===== config.mk =====
export PLATFORM = sky130hd
export DESIGN_NAME = instruction_sequencer
export DESIGN_NICKNAME = d
export VERILOG_FILES = /design/src/rtl/instruction_sequencer.sv
export SDC_FILE = /design/constraint.sdc
export NUM_CORES = 1
export LEC_CHECK = 0
export CAP_MARGIN = 20
export CORE_ASPECT_RATIO = 0.9
export CORE_MARGIN = 2
export CORE_UTILIZATION = 45
export CTS_BUF_LIST = sky130_fd_sc_hd__clkbuf_4 sky130_fd_sc_hd__clkbuf_8
export DETAILED_ROUTE_END_ITERATION = 6
export HOLD_SLACK_MARGIN = 0.02
export PLACE_DENSITY = 0.81
export SLEW_MARGIN = 25
export SYNTH_ARGS = -nofsm -noshare
export SYNTH_HDL_FRONTEND = slang
export SYNTH_SLANG_ARGS = --single-unit

===== constraint.sdc =====
create_clock -name clk -period 1.9 [get_ports clk]
set_input_delay 0.19 -clock clk [delete_from_list [all_inputs] [get_ports clk]]
set_output_delay 0.19 -clock clk [all_outputs]
set_load 0.01 [all_outputs]

===== src/rtl/instruction_sequencer.sv =====
// rtl/instruction_sequencer.sv - microstep sequencer for a byte-wide instruction fetch/decode unit
//
// Purpose: fetches an opcode byte, optionally one or two operand bytes, and
// drives program-counter / memory / address-bus controls for a simple
// three-class instruction set (A: no operand, I: one operand, J: two-byte
// conditional jump target). Opcode 0xFF halts until reset.
//
// Ports:
//   clk      in   rising-edge clock
//   reset    in   synchronous active-high reset
//   dbus     in   [7:0] memory data (opcode or operand byte)
//   flags    in   [2:0] {N,C,Z}
//   pc_outn  out  active-low: program counter drives abus
//   pc_count out  active-high: program counter increment
//   pc_loadn out  active-low: program counter loads from abus
//   mem_rdn  out  active-low: memory read onto dbus
//   addr     out  [15:0] jump target {hi,lo}
//   addr_oen out  active-low: gate addr onto abus
//   opcode   out  [7:0] instruction register
//   step     out  [2:0] current microstep
//   halted   out  high while halted

module instruction_sequencer (
  input  logic        clk,
  input  logic        reset,
  input  logic [7:0]  dbus,
  input  logic [2:0]  flags,
  output logic        pc_outn,
  output logic        pc_count,
  output logic        pc_loadn,
  output logic        mem_rdn,
  output logic [15:0] addr,
  output logic        addr_oen,
  output logic [7:0]  opcode,
  output logic [2:0]  step,
  output logic        halted
);

  localparam logic [7:0] OP_HALT = 8'hFF;

  logic [2:0] step_q,   step_d;
  logic [7:0] opcode_q, opcode_d;
  logic [7:0] lo_q,     lo_d;
  logic [7:0] hi_q,     hi_d;
  logic       halted_q, halted_d;

  logic is_i;
  logic is_j;
  logic cond_src;
  logic cond;
  logic fetch_ctl;
  logic take_jump;

  assign is_i = (opcode_q[7:6] == 2'b01);
  assign is_j = (opcode_q[7:6] == 2'b10);

  // Jump condition source: 00 always, 01 Z, 10 C, 11 N; opcode[2] inverts.
  always_comb begin
    cond_src = 1'b1;
    case (opcode_q[1:0])
      2'b00:   cond_src = 1'b1;
      2'b01:   cond_src = flags[0];
      2'b10:   cond_src = flags[1];
      default: cond_src = flags[2];
    endcase
  end

  assign cond = cond_src ^ opcode_q[2];

  // Controls decode from registered state only (flags enter solely through
  // the jump condition). Reset masks them so nothing fires while held.
  always_comb begin
    fetch_ctl = 1'b0;
    take_jump = 1'b0;
    if (!reset && !halted_q) begin
      case (step_q)
        3'd0:    fetch_ctl = 1'b1;
        3'd1:    fetch_ctl = is_i | is_j;
        3'd2:    fetch_ctl = is_j;
        3'd3:    take_jump = is_j & cond;
        default: begin
          fetch_ctl = 1'b0;
          take_jump = 1'b0;
        end
      endcase
    end
  end

  // Next-state logic. Any step/opcode combination that cannot be reached
  // through normal sequencing falls back to FETCH.
  always_comb begin
    step_d   = step_q;
    opcode_d = opcode_q;
    lo_d     = lo_q;
    hi_d     = hi_q;
    halted_d = halted_q;
    if (halted_q) begin
      step_d = 3'd0;
    end else begin
      case (step_q)
        3'd0: begin
          opcode_d = dbus;
          step_d   = 3'd1;
        end
        3'd1: begin
          if (opcode_q == OP_HALT) begin
            halted_d = 1'b1;
            step_d   = 3'd0;
          end else if (is_j) begin
            lo_d   = dbus;
            step_d = 3'd2;
          end else begin
            step_d = 3'd0;
          end
        end
        3'd2: begin
          if (is_j) begin
            hi_d   = dbus;
            step_d = 3'd3;
          end else begin
            step_d = 3'd0;
          end
        end
        default: step_d = 3'd0;
      endcase
    end
  end

  always_ff @(posedge clk) begin
    if (reset) begin
      step_q   <= 3'd0;
      opcode_q <= 8'h00;
      lo_q     <= 8'h00;
      hi_q     <= 8'h00;
      halted_q <= 1'b0;
    end else begin
      step_q   <= step_d;
      opcode_q <= opcode_d;
      lo_q     <= lo_d;
      hi_q     <= hi_d;
      halted_q <= halted_d;
    end
  end

  assign pc_outn  = ~fetch_ctl;
  assign mem_rdn  = ~fetch_ctl;
  assign pc_count = fetch_ctl;
  assign pc_loadn = ~take_jump;
  assign addr_oen = ~take_jump;
  assign addr     = {hi_q, lo_q};
  assign opcode   = opcode_q;
  assign step     = step_q;
  assign halted   = halted_q;

endmodule


* After elaboration in Yosys (flattened, before gate mapping) *
Cells that the tools add are included.

word-level totals
  output and inout bits = 33
  bits in registers = 28

operators by class
  equality and inequality tests = 8
  multiplexer cells = 12
  bitwise gates (word level) = 7
  reductions and logical operators = 9

operators with widths
  cell                count
  $eq 8x8->1 const B  1
  $eq 3x2->1 const B  2
  $mux 1              6
  $mux 2              3
  $pmux 1 s3          2
  $pmux 2 s3          1
  $eq 2x1->1 const B  2
  $eq 2x2->1 const B  2
  $not 1->1           4
  $reduce_and 4->1    1
  $eq 3x1->1 const B  1
  $logic_not 3->1     1
  $reduce_and 3->1    1
  $logic_not 1->1     2
  $logic_not 2->1     1
  $reduce_and 2->1    1
  $reduce_or 2->1     1
  $and 1x1->1         1
  $logic_and 1x1->1   1
  $or 1x1->1          1
  $xor 1x1->1         1

* Longest topological paths before layout *
  word-level depth = 7
  depth in mapped cells = 6
  depth with buffers taken out = 5

* Worst setup path before layout *
OpenSTA, ideal clock, no wires.

  path kind = register -> output
  from = register opcode_q[7], in the netlist opcode[7]
  to = output pc_loadn
  cell stages (with the launch flop) = 6
  arrival time = 1.403 ns
  path slack = 0.307 ns
  path buffers = 1
  cells stage by stage = dfxtp_1 > ha_1 > and4bb_1 > nand3_1 > mux2_2 > buf_4

between the ends
  word-level cells in the longest chain between the ends = 5

ends and longest elaborated chain
  item                      line  text
  start: declaration        42    logic [7:0] opcode_q, opcode_d;
  start signal: assignment  138   opcode_q <= opcode_d;
  $eq 2x2->1                55    assign is_j = (opcode_q[7:6] == 2'b10);
  $and 1x1->1               80    3'd3: take_jump = is_j & cond;
  $mux 1                    76    case (step_q)
  $mux 1                    75    if (!reset && !halted_q) begin
  $not 1->1                 -
  end: declaration          30    output logic pc_loadn,

No other way between the ends.

* Final worst setup path *
  from = register opcode_q[6], in the netlist opcode[6]
  to = output pc_loadn

between the ends
  word-level cells in the longest chain between the ends = 5

ends and longest elaborated chain
  item         line  text
  $eq 2x2->1   55
  $and 1x1->1  80
  $mux 1       76
  $mux 1       75
  $not 1->1    148   assign pc_loadn = ~take_jump;

No other way between the ends.

==> summary.txt <==
Worst hold path
  – Min-Delay Path Class: input pin to flop
  – Hold endpoint: lo_q[3]
  – Hold_sp: dbus[3]
  – Hold Crit Depth: 3

Timing
  – PnR worst setup slack: 76.6 ps
  – Final setup viols: 0
  – Setup TNS: 0 ps
  – FMAX: roughly 550 MHz
  – Final Max Tran Viols: 0
  – Crit share post-route: ~96%
  – Layout Skew: a little over 6 ps
  – Max_slew headroom: 66.4%
  – Hold Slack: roughly 480 ps
  – Hold Fails Final Rpt: 0
  – Slew @ Worst Pin: between 500 and 600 ps
  – Period minus WS final: 1820 ps
  – RSZ-0062 raised after global routing: yes

Yosys
  – Simple-gate share of the synthesized area: 22.9%
  – Yosys cell types: 28
  – XOR/XNOR share of the synthesized area: 0%
  – Post-synthesis sequential area ratio: 43.4%
  – Mux cell area share after synthesis: between 20% and 30%
  – Yosys warnings: 0
  – Post-Syn Area: 0.00124 mm2
  – Register bit count reported by yosys: 27
  – Synthesized net count: 137
  – Synth Area per Inst: roughly 10 um2
  – Synth Instances: approximately 120
  – Adder-cell share of the synthesized area: 2.01%
  – Synth Area in Compound Gates: 5.13%
  – Largest family of logic cells by synthesized area: simple AND/OR/NAND/NOR gates

Global route
  – Vias in the first global route: 942
  – Initial antenna violation count: 0
  – Pin count of the biggest net entering global routing: 35
  – Final global-route overflow total: 0
  – First-pass GRT wire length: between 4000 and 5000 um
  – Total Routing Usage GR: 18.0%

Route
  – Top sig layer: met4
  – Post-route ant nets: 0
  – DRC Markers: 0
  – Drt first-iter violations: 6
  – Drt via density: 5.06
  – Routed met2 length: 1260 um
  – Initial DRT Pass Iterations: 4
  – Routed WL: roughly 2700 um
  – Routed via count: 1,012
  – WL met3: 168 um
  – WL/cell: 13.5 um
  – Met1 Wirelength: between 1000 and 1500 um

Worst setup path
  – CP startpoint kind: flop
  – CP Cell Sequence: inv_1, ha_2, and4bb_1, nand3_1, mux2_4, buf_2
  – Critical path's largest stage delay: 350 ps
  – Worst R2R End: lo_q[7]
  – Worst setup EP type: primary output
  – R2R Setup Slk: 350 ps
  – Critical path type: flop to primary output
  – WP data required: 1710 ps
  – Reg-to-reg startpoint: opcode[7]
  – Worst-path fanout max: 3
  – Worst reg2reg path depth: 5
  – Worst path slowest cell: dfxtp_2
  – Critical Path AT: 1630 ps

CTS
  – TritonCTS clock tree: done
  – Worst skew pair latency: 330 ps
  – CTS Root Cell: clkbuf_4
  – CTS Sinks: 27
  – Clock Tree Buf Depth: 2
  – Num CTS Buffers: 3
  – Clk slew on worst S/H paths: 160 ps
  – CTS H-tree lvls: 1

Flow run
  – Max Cap Viol: 0

Floorplan
  – Core footprint: 0.00268 mm2
  – Die ar.: approximately 0.0032 mm2
  – Die Height: 53.9 um
  – Io pins: 46
  – Die W: 59.4 um
  – Initial Util: between 40 and 50%
  – Row count: 18

Power and ir drop
  – PwrDens: 613 mW/mm2
  – Leak Pwr: 0.729 nW
  – VDD IR max: 0.459 mV

Layout
  – Share of layout cells above drive strength 1: about an eighth
  – Fin util: 65.5%
  – Fin area: 0.00176 mm2
  – Antenna Cells: 0
  – Nets@finish: roughly 190
  – Fill cells: ~220
  – Layout area overhead: 41.1%

Place
  – Gpl congestion: approximately 0.8
  – Dpl hpwl: approximately 2000 um
  – Post-DP Area: 0.00173 mm2
  – Dpl ws: -93.5 ps
  – IO buf count: 44

Status
  – Status: complete, no violations
==> synth_stat cells (all sizes together) <==
master    n  area (um2)
a21oi     4        20.0
and2      1        6.26
and2b     1        7.51
and4bb    2        25.0
buf       7        50.0
clkbuf    1        3.75
conb      1        3.75
dfxtp    27         541
ha        2        25.0
inv       3        11.3
mux2      1        11.3
mux2i    25         250
nand2     1        3.75
nand2b   17         106
nand3     2        15.0
nand3b    1        7.51
nand4     1        12.5
nor2     18        67.6
nor3      1        16.3
nor3b     1        7.51
o2111ai   1        26.3
o21a      1        7.51
o21ai     2        10.0
or4b      1        10.0
==> routing by layer <==
layer / track usage (%) / up-vias
met5: 0 / -
li1: - / 510
met3: 3.85 / 2
met1: 21.9 / 467
met4: 7.95 / 0
met2: 30.8 / 33
==> cells by family after synthesis <==
family          Yosys count
simple gates             47
fa+ha+maj                 2
flops                    27
other cells               1
mux                      26
buf+inv                  11
compound gates            8
==> power by group <==
part           leakage (nW)  switching [mW]  total (mW)  internal, mW
Combinational         0.495          0.0847       0.199         0.115
Sequential            0.220          0.0216       0.609         0.587
Clock                0.0139           0.188       0.269        0.0805
==> per-stage QoR <==
step / std cells / power (mW)
4_1_cts: 200 / 1.08
3_5_place_dp: 196 / 0.824
2_1_floorplan: 122 / 0.722
3_3_place_gp: 196 / 0.819
5_1_grt: 200 / 1.12
6_report: 200 / 1.08
==> critical path: cells and delay by family, from the launching register on <==
kind,cells,cell delay [ps]
buf+inv,2,190
simple gates,2,290
flops,1,350
fa+ha+maj,1,180
mux,1,290
==> area by class of cell <==
type / instances / area, um2 / area share (%)
Clock buffer: 3 / 22.5 / 1.28
Clock inverter: 1 / 7.51 / 0.427
Inverter: 3 / 11.3 / 0.641
Multi-Input combinational cell: 84 / 649 / 37.0
Sequential cell: 27 / 542 / 30.8
Tap cell: 30 / 37.5 / 2.14
Timing Repair Buffer: 52 / 487 / 27.7
==> sequential cells by signal, indices dropped and copies added (netlist names) <==
signal  flops
opcode      8
hi_q        8
lo_q        8
halted      1
step        2
==> cell usage in the layout (no fill, tap or decap), types with 2 or more instances in the layout <==
cell	netlist	final
buf_4	4	8
a21oi_1	4	3
inv_1	3	3
clkbuf_4	0	3
mux2i_1	25	25
nor2_1	18	18
nand2b_1	17	17
clkdlybuf4s50_1	0	39
buf_2	1	2
dlygate4sd2_1	0	3
and4bb_1	2	2
dfxtp_1	27	26
==> how the worst max path moves through the flow <==
stage	startpoint	endpoint	slack, ps	cells after the start
floorplan	opcode[7]	pc_loadn	310	5
global placement	reset	pc_loadn	-20	5
detailed placement	reset	mem_rdn	-90	5
CTS	opcode[6]	pc_loadn	50	6
global route	opcode[6]	pc_loadn	-10	6
finish	opcode[6]	pc_loadn	80	6
==> repair_timing <==
| item | in CTS | in global routing |
|---|---|---|
| hold buffers | 0 | 0 |
| pin swaps | 1 | 1 |
| buffers inserted | 0 | 0 |
| gates resized for setup | 16 | 0 |
| endpoints found under the setup margin | 5 | 2 |
No activity file was read; power rests on OpenSTA's default activity.
